**src/rtl/ps2_key_event_rx.sv**
```systemverilog
// PS/2 keyboard receiver: synchronised and filtered clock sampling, 11-bit frame checks,
// inter-bit timeout, E0/F0 prefix decode and a show-ahead event FIFO with valid/ready output.

package ps2_key_event_pkg;

    typedef struct packed {
        logic       ext;
        logic       brk;
        logic [7:0] code;
    } ps2_event_t;

endpackage

module ps2_key_event_rx
    import ps2_key_event_pkg::*;
#(
    parameter int unsigned FILTER_LEN     = 8,
    parameter int unsigned TIMEOUT_CYCLES = 100000,
    parameter int unsigned FIFO_DEPTH     = 16,
    parameter int unsigned FIFO_AW        = 4
) (
    input  logic               CLOCK_50,
    input  logic               Resetn,
    input  logic               PS2_CLK,
    input  logic               PS2_DAT,
    input  logic               ev_ready,
    input  logic               clear_err,
    output logic               ev_valid,
    output logic [7:0]         ev_code,
    output logic               ev_ext,
    output logic               ev_break,
    output logic [FIFO_AW:0]   ev_count,
    output logic               err_parity,
    output logic               err_frame,
    output logic               overflow
);

    localparam int unsigned FILT_W = $clog2(FILTER_LEN + 1);
    localparam int unsigned TMO_W  = $clog2(TIMEOUT_CYCLES + 1);
    localparam int unsigned CNT_W  = FIFO_AW + 1;

    typedef enum logic [1:0] {
        S_IDLE,
        S_DATA,
        S_PARITY,
        S_STOP
    } state_t;

    // ------------------------------------------------------------------
    // Pin synchronisers (idle-high lines reset to 1)
    // ------------------------------------------------------------------
    logic clk_s1, clk_s2, dat_s1, dat_s2;

    always_ff @(posedge CLOCK_50) begin
        if (!Resetn) begin
            clk_s1 <= 1'b1;
            clk_s2 <= 1'b1;
            dat_s1 <= 1'b1;
            dat_s2 <= 1'b1;
        end else begin
            clk_s1 <= PS2_CLK;
            clk_s2 <= clk_s1;
            dat_s1 <= PS2_DAT;
            dat_s2 <= dat_s1;
        end
    end

    // ------------------------------------------------------------------
    // Clock glitch filter; the falling transition yields a one-cycle strobe
    // ------------------------------------------------------------------
    logic              clk_filt;
    logic [FILT_W-1:0] filt_cnt;
    logic              strobe;
    logic              strobe_dat;

    always_ff @(posedge CLOCK_50) begin
        if (!Resetn) begin
            clk_filt   <= 1'b1;
            filt_cnt   <= '0;
            strobe     <= 1'b0;
            strobe_dat <= 1'b1;
        end else begin
            strobe <= 1'b0;
            if (clk_s2 != clk_filt) begin
                if (filt_cnt == FILT_W'(FILTER_LEN - 1)) begin
                    clk_filt   <= clk_s2;
                    filt_cnt   <= '0;
                    strobe     <= ~clk_s2;
                    strobe_dat <= dat_s2;
                end else begin
                    filt_cnt <= filt_cnt + FILT_W'(1);
                end
            end else begin
                filt_cnt <= '0;
            end
        end
    end

    // ------------------------------------------------------------------
    // Frame FSM: state register
    // ------------------------------------------------------------------
    state_t      state_q, state_d;
    logic [7:0]  shreg_q, shreg_d;
    logic [2:0]  bit_cnt_q, bit_cnt_d;
    logic        par_q, par_d;
    logic        byte_vld_q, byte_vld_d;
    logic        drop_q, drop_d;
    logic        set_perr_c, set_ferr_c;
    logic        abort_c;
    logic        par_ok_c;
    logic [TMO_W-1:0] tmo_q;

    always_ff @(posedge CLOCK_50) begin
        if (!Resetn) begin
            state_q    <= S_IDLE;
            shreg_q    <= '0;
            bit_cnt_q  <= '0;
            par_q      <= 1'b0;
            byte_vld_q <= 1'b0;
            drop_q     <= 1'b0;
        end else begin
            state_q    <= state_d;
            shreg_q    <= shreg_d;
            bit_cnt_q  <= bit_cnt_d;
            par_q      <= par_d;
            byte_vld_q <= byte_vld_d;
            drop_q     <= drop_d;
        end
    end

    // Inter-bit timeout, only armed while a frame is in progress
    always_ff @(posedge CLOCK_50) begin
        if (!Resetn || strobe || state_q == S_IDLE) begin
            tmo_q <= '0;
        end else begin
            tmo_q <= tmo_q + TMO_W'(1);
        end
    end

    assign abort_c  = (state_q != S_IDLE) && !strobe && (tmo_q == TMO_W'(TIMEOUT_CYCLES - 1));
    assign par_ok_c = ^{shreg_q, par_q};

    // ------------------------------------------------------------------
    // Frame FSM: next state and frame-check outputs
    // ------------------------------------------------------------------
    always_comb begin
        state_d    = state_q;
        shreg_d    = shreg_q;
        bit_cnt_d  = bit_cnt_q;
        par_d      = par_q;
        byte_vld_d = 1'b0;
        drop_d     = 1'b0;
        set_perr_c = 1'b0;
        set_ferr_c = 1'b0;

        if (abort_c) begin
            state_d    = S_IDLE;
            set_ferr_c = 1'b1;
            drop_d     = 1'b1;
        end else if (strobe) begin
            case (state_q)
                S_IDLE: begin
                    if (!strobe_dat) begin
                        state_d   = S_DATA;
                        bit_cnt_d = '0;
                    end else begin
                        set_ferr_c = 1'b1;
                    end
                end
                S_DATA: begin
                    shreg_d   = {strobe_dat, shreg_q[7:1]};
                    bit_cnt_d = bit_cnt_q + 3'd1;
                    if (bit_cnt_q == 3'd7) begin
                        state_d = S_PARITY;
                    end
                end
                S_PARITY: begin
                    par_d   = strobe_dat;
                    state_d = S_STOP;
                end
                S_STOP: begin
                    state_d    = S_IDLE;
                    set_perr_c = ~par_ok_c;
                    set_ferr_c = ~strobe_dat;
                    if (!par_ok_c || !strobe_dat) begin
                        drop_d = 1'b1;
                    end else begin
                        byte_vld_d = 1'b1;
                    end
                end
                default: state_d = S_IDLE;
            endcase
        end
    end

    // ------------------------------------------------------------------
    // Prefix decoder: E0/F0 only arm flags; any other byte becomes an event
    // ------------------------------------------------------------------
    logic       ext_q, brk_q;
    logic       is_e0_c, is_f0_c, push_c;
    ps2_event_t push_data_c;

    assign is_e0_c     = (shreg_q == 8'hE0);
    assign is_f0_c     = (shreg_q == 8'hF0);
    assign push_c      = byte_vld_q && !is_e0_c && !is_f0_c;
    assign push_data_c = '{ext: ext_q, brk: brk_q, code: shreg_q};

    always_ff @(posedge CLOCK_50) begin
        if (!Resetn) begin
            ext_q <= 1'b0;
            brk_q <= 1'b0;
        end else if (drop_q || push_c) begin
            ext_q <= 1'b0;
            brk_q <= 1'b0;
        end else if (byte_vld_q) begin
            if (is_e0_c) ext_q <= 1'b1;
            if (is_f0_c) brk_q <= 1'b1;
        end
    end

    // ------------------------------------------------------------------
    // Show-ahead event FIFO with registered head outputs
    // ------------------------------------------------------------------
    ps2_event_t         mem_q [FIFO_DEPTH];
    logic [FIFO_AW-1:0] wr_ptr_q, rd_ptr_q, rd_ptr_d;
    logic [CNT_W-1:0]   count_d;
    logic               full_c, pop_c, wr_en_c, ovf_set_c;
    ps2_event_t         head_d;

    assign full_c    = (ev_count == CNT_W'(FIFO_DEPTH));
    assign pop_c     = (ev_count != '0) && ev_ready;
    assign wr_en_c   = push_c && (!full_c || pop_c);
    assign ovf_set_c = push_c && full_c && !pop_c;

    always_comb begin
        count_d  = ev_count;
        rd_ptr_d = rd_ptr_q;
        if (wr_en_c && !pop_c) count_d = ev_count + CNT_W'(1);
        if (!wr_en_c && pop_c) count_d = ev_count - CNT_W'(1);
        if (pop_c) rd_ptr_d = rd_ptr_q + FIFO_AW'(1);
        // A write landing on the new head slot bypasses the array
        if (wr_en_c && (wr_ptr_q == rd_ptr_d)) begin
            head_d = push_data_c;
        end else begin
            head_d = mem_q[rd_ptr_d];
        end
    end

    always_ff @(posedge CLOCK_50) begin
        if (wr_en_c) begin
            mem_q[wr_ptr_q] <= push_data_c;
        end
    end

    always_ff @(posedge CLOCK_50) begin
        if (!Resetn) begin
            wr_ptr_q <= '0;
            rd_ptr_q <= '0;
            ev_count <= '0;
            ev_valid <= 1'b0;
            ev_code  <= '0;
            ev_ext   <= 1'b0;
            ev_break <= 1'b0;
        end else begin
            if (wr_en_c) wr_ptr_q <= wr_ptr_q + FIFO_AW'(1);
            rd_ptr_q <= rd_ptr_d;
            ev_count <= count_d;
            ev_valid <= (count_d != '0);
            ev_code  <= head_d.code;
            ev_ext   <= head_d.ext;
            ev_break <= head_d.brk;
        end
    end

    // ------------------------------------------------------------------
    // Sticky error flags; a set wins over a same-cycle clear
    // ------------------------------------------------------------------
    always_ff @(posedge CLOCK_50) begin
        if (!Resetn) begin
            err_parity <= 1'b0;
            err_frame  <= 1'b0;
            overflow   <= 1'b0;
        end else begin
            err_parity <= set_perr_c | (err_parity & ~clear_err);
            err_frame  <= set_ferr_c | (err_frame & ~clear_err);
            overflow   <= ovf_set_c  | (overflow & ~clear_err);
        end
    end

endmodule
```
**config.mk**
```make
export PLATFORM = sky130hd
export DESIGN_NAME = ps2_key_event_rx
export DESIGN_NICKNAME = d
export VERILOG_FILES = /design/src/rtl/ps2_key_event_rx.sv
export SDC_FILE = /design/constraint.sdc
export NUM_CORES = 1
export LEC_CHECK = 0
export CAP_MARGIN = 20
export CORE_MARGIN = 3
export CORE_UTILIZATION = 25
export CTS_CLUSTER_SIZE = 40
export DETAILED_ROUTE_END_ITERATION = 8
export SYNTH_ARGS = -nofsm -noshare
export SYNTH_HDL_FRONTEND = slang
export SYNTH_SLANG_ARGS = --single-unit
```
**constraint.sdc**
```tcl
create_clock -name CLOCK_50 -period 4.05 [get_ports CLOCK_50]
set_input_delay 0.405 -clock CLOCK_50 [delete_from_list [all_inputs] [get_ports CLOCK_50]]
set_output_delay 0.405 -clock CLOCK_50 [all_outputs]
set_load 0.02 [all_outputs]
```
==> results.md <==
* Synthesized instance count at 852
* Final WL at 25,600 microns
* Worst setup EP type: flip-flop
* Max-slew violations at 0
* Worst Hold Depth at 1
* Vias per Instance at 4.79
* Outcome: completed
* # resized after CTS at 0
* Clock tree sinks at 233
* Final hold violation count at 0
* R2R depth at 6
* HP Class: flip-flop to flip-flop
* RSZ-0062 raised after global routing: false
* CP Class: flip-flop to flip-flop
* Die span in y at 215 microns
* Top Ports at 25
* Post-CTS setup buffer count at 0
* CTS Root Cell: clkbuf_16
* Cell area after synthesis at 10,900 sq um
* Worst path required time at 4180 ps
* Antenna cells at 0
* Max-Cap Viols at 0
* Avg Synthesized Cell Area at 12.8 sq um
* Routability congestion estimate at 0.833
* Startpoint Class: flip-flop
* WHS Endpoint: clk_s2
* Die area at 46,100 sq um
* Final setup TNS at 0 ps
* Initial drt markers at 626
* Hold Startpoint: clk_s1
* Vias after detailed routing at 7,102
* Total grt overflow at 0
* Drt first pass iters at 5
* Final #Nets at 909
* Tcrit/Tclk final at 75.5%
* Top_reg_cell synth: edfxtp_1
* Switching pwr at 2.36 mW
* Clock Pin Slew Worst Setup and Hold Paths at 60 ps
* Sequential share of the synthesized area at 57.5%
* Fmax at 327 MHz
* Clock latency on the worst-skew pair at 520 ps
* Number of global-route vias before repair at 7,111
* Detailed placer's ending HPWL at 16,600 microns
* Worst Tran Pin Value at 998 ps
* Cell Pwr Density at 578 nW/um^2
* Fill cell count at 4,254
* Internal at 5.01 mW
* Dpl ws at 918 ps
* Worst R2R Setup Slack at 990 ps
* Antenna violations before repair at 0
* CTS tree: done
* Die width at 215 microns
* Largest net degree at the start of global routing at 52
* Final ANT Viol Nets at 0
* RR Endpoint: mem_q[7][5]
* Synth Register Bits at 233
* Share of cells above drive strength 1 at 15.7%
* Worst Skew at 23.3 ps
* CTS Buf Count at 25
* WP data arrival at 3180 ps
* Max Root-Sink Buffers at 3
* Yosys cell types at 68
* Starting Density at 25.6%
* Flop pwr share at 37.3%
* Setup violations, final at 0
* Logic pwr share at 31.2%
* # DRC at 0
* Switching share of power at 32.0%
* Hold Buf Count CTS at 0
* Worst r2r src: shreg_q[3]
* Num rows at 75
* Worst relative slew slack at 33.4%
* Leakage at 4.13 nW
* Fin worst setup slack at 993 ps
* Warnings, synthesis at 0
* IO buf count at 24
* Core area at 42,500 sq um
* Htree depth at 1
* Fraction of registers with async set or reset after synthesis at 0%
* VDD IR max at 312 uV
* First-pass GRT wire length at 40,900 microns
* Layout area overhead at 16.9%
* Mapped Nets at 874
* Total track usage at 10.9%
* Final critical-path required period at 3060 ps
* Post-synth EDFFs at 160
* Clk pwr share at 31.5%
* Wire length per cell at 17.3 microns
* Crit Path Max Fanout at 21
-- cell type report --
cell class                      count  area (sq um)  share of cell area (%)
Tap cell                          577           722                    5.67
Multi-Input combinational cell    534          4280                    33.6
Inverter                           34           128                    1.00
Timing Repair Buffer               59           498                    3.91
Sequential cell                   233          6270                    49.2
Clock buffer                       34           699                    5.49
Clock inverter                     11           148                    1.16
-- stage by stage --
step | cells | total power [mW] | hold slack (ps) | cell area (sq um) | util, %
floorplan | 852 | 4.44 | 386 | 10900 | -
global placement | 1437 | 5.08 | 396 | 11900 | 28.0
detailed placement | 1437 | 5.10 | 392 | 11900 | 28.0
CTS | 1482 | 7.44 | 408 | 12700 | 30.0
global route | 1482 | 7.75 | 436 | 12700 | 30.0
finish | 1482 | 7.37 | 405 | 12700 | 30.0
-- Yosys cell counts (4+ instances only) --
library cell | n | area, sq um
a21boi_0 | 14 | 105
edfxtp_1 | 160 | 4800
and2_1 | 14 | 87.6
a22oi_1 | 18 | 135
clkbuf_1 | 30 | 113
mux2_2 | 5 | 56.3
inv_1 | 32 | 120
nand4_1 | 6 | 37.5
dfxtp_1 | 73 | 1460
a41oi_1 | 4 | 35.0
a21oi_1 | 11 | 55.1
o21ai_0 | 25 | 125
nand2b_1 | 10 | 62.6
xnor2_1 | 19 | 166
nand3_1 | 29 | 145
mux2i_1 | 26 | 260
nand2_1 | 86 | 323
o22a_1 | 9 | 78.8
xor2_1 | 13 | 114
and3_1 | 7 | 43.8
o22ai_1 | 10 | 62.6
buf_2 | 14 | 70.1
a221oi_1 | 44 | 385
nor2_1 | 42 | 158
nor2b_1 | 9 | 56.3
nand3b_1 | 11 | 82.6
nor3_1 | 11 | 55.1
ha_1 | 16 | 200
mux4_2 | 43 | 968
a31oi_1 | 12 | 75.1
-- cells by family after synthesis --
logic type	count (synthesis)	synth area share (%)
muxes	74	11.8
buffers and inverters	85	3.30
AOI/OAI and AO/OA	168	11.4
DFF	233	57.5
xor gates and xnor gates	33	2.78
adders and majority gates	16	1.84
and+or+nand+nor	243	11.4
-- layer usage --
layer / global-route usage [%] / wire, microns / up-vias
li1: - / - / 3353
met1: 14.8 / 11500 / 3526
met2: 18.1 / 12100 / 180
met3: 1.71 / 1360 / 43
met4: 2.82 / 604 / 0
met5: 0 / 0 / -
-- flip-flops by register name, indices dropped and copies added (netlist names), 2 cells and up --
name / count
filt_cnt: 4
state_q: 2
ev_code: 8
tmo_q: 17
bit_cnt_q: 3
mem_q: 160
wr_ptr_q: 4
ev_count: 5
rd_ptr_q: 4
shreg_q: 8
-- power groups by stage --
stage | combinational (mW) | sequential (mW) | clock, mW
floorplan | 1.65 | 2.80 | 0
global placement | 2.28 | 2.80 | 0
detailed placement | 2.30 | 2.80 | 0
CTS | 2.31 | 2.75 | 2.38
global route | 2.51 | 2.76 | 2.47
finish | 2.30 | 2.75 | 2.32
-- cell usage in the layout, fill, tap and decap left out, types with 3 or more instances in the layout --
cell type        instances
edfxtp_1               160
nand2_1                 86
dfxtp_1                 71
a221oi_1                44
mux4_2                  43
nor2_1                  42
buf_4                   35
inv_1                   32
nand3_1                 29
mux2i_1                 26
o21ai_0                 25
clkbuf_16               25
clkdlybuf4s50_1         23
xnor2_1                 19
a22oi_1                 18
ha_1                    16
and2_1                  14
a21boi_0                14
xor2_1                  13
a31oi_1                 12
nor3_1                  11
a21oi_1                 11
nand3b_1                11
nand2b_1                10
o22ai_1                 10
nor2b_1                  9
o22a_1                   9
and3_1                   7
nand4_1                  6
mux2_2                   5
clkbuf_1                 5
a41oi_1                  4
clkbuf_8                 4
or3_1                    3
o21ai_1                  3
a32oi_1                  3
bufinv_16                3
-- worst max-delay path, cell delays in order (launching register included) --
cell and delay (ps):
dfxtp_1 310, buf_4 240, and4bb_2 280, a31oi_2 480
and2_1 400, nand2_1 210, nor2_1 760
-- worst max-delay path by stage --
stage                      from           to
detailed placement     ev_ready   ev_code[7]
floorplan            shreg_q[3]  mem_q[3][0]
global placement       ev_ready   ev_code[6]
global route        rd_ptr_q[0]       ev_ext
finish               shreg_q[3]  mem_q[7][5]
CTS                 rd_ptr_q[0]       ev_ext
Note: power is estimated with default switching activity, not from simulation.
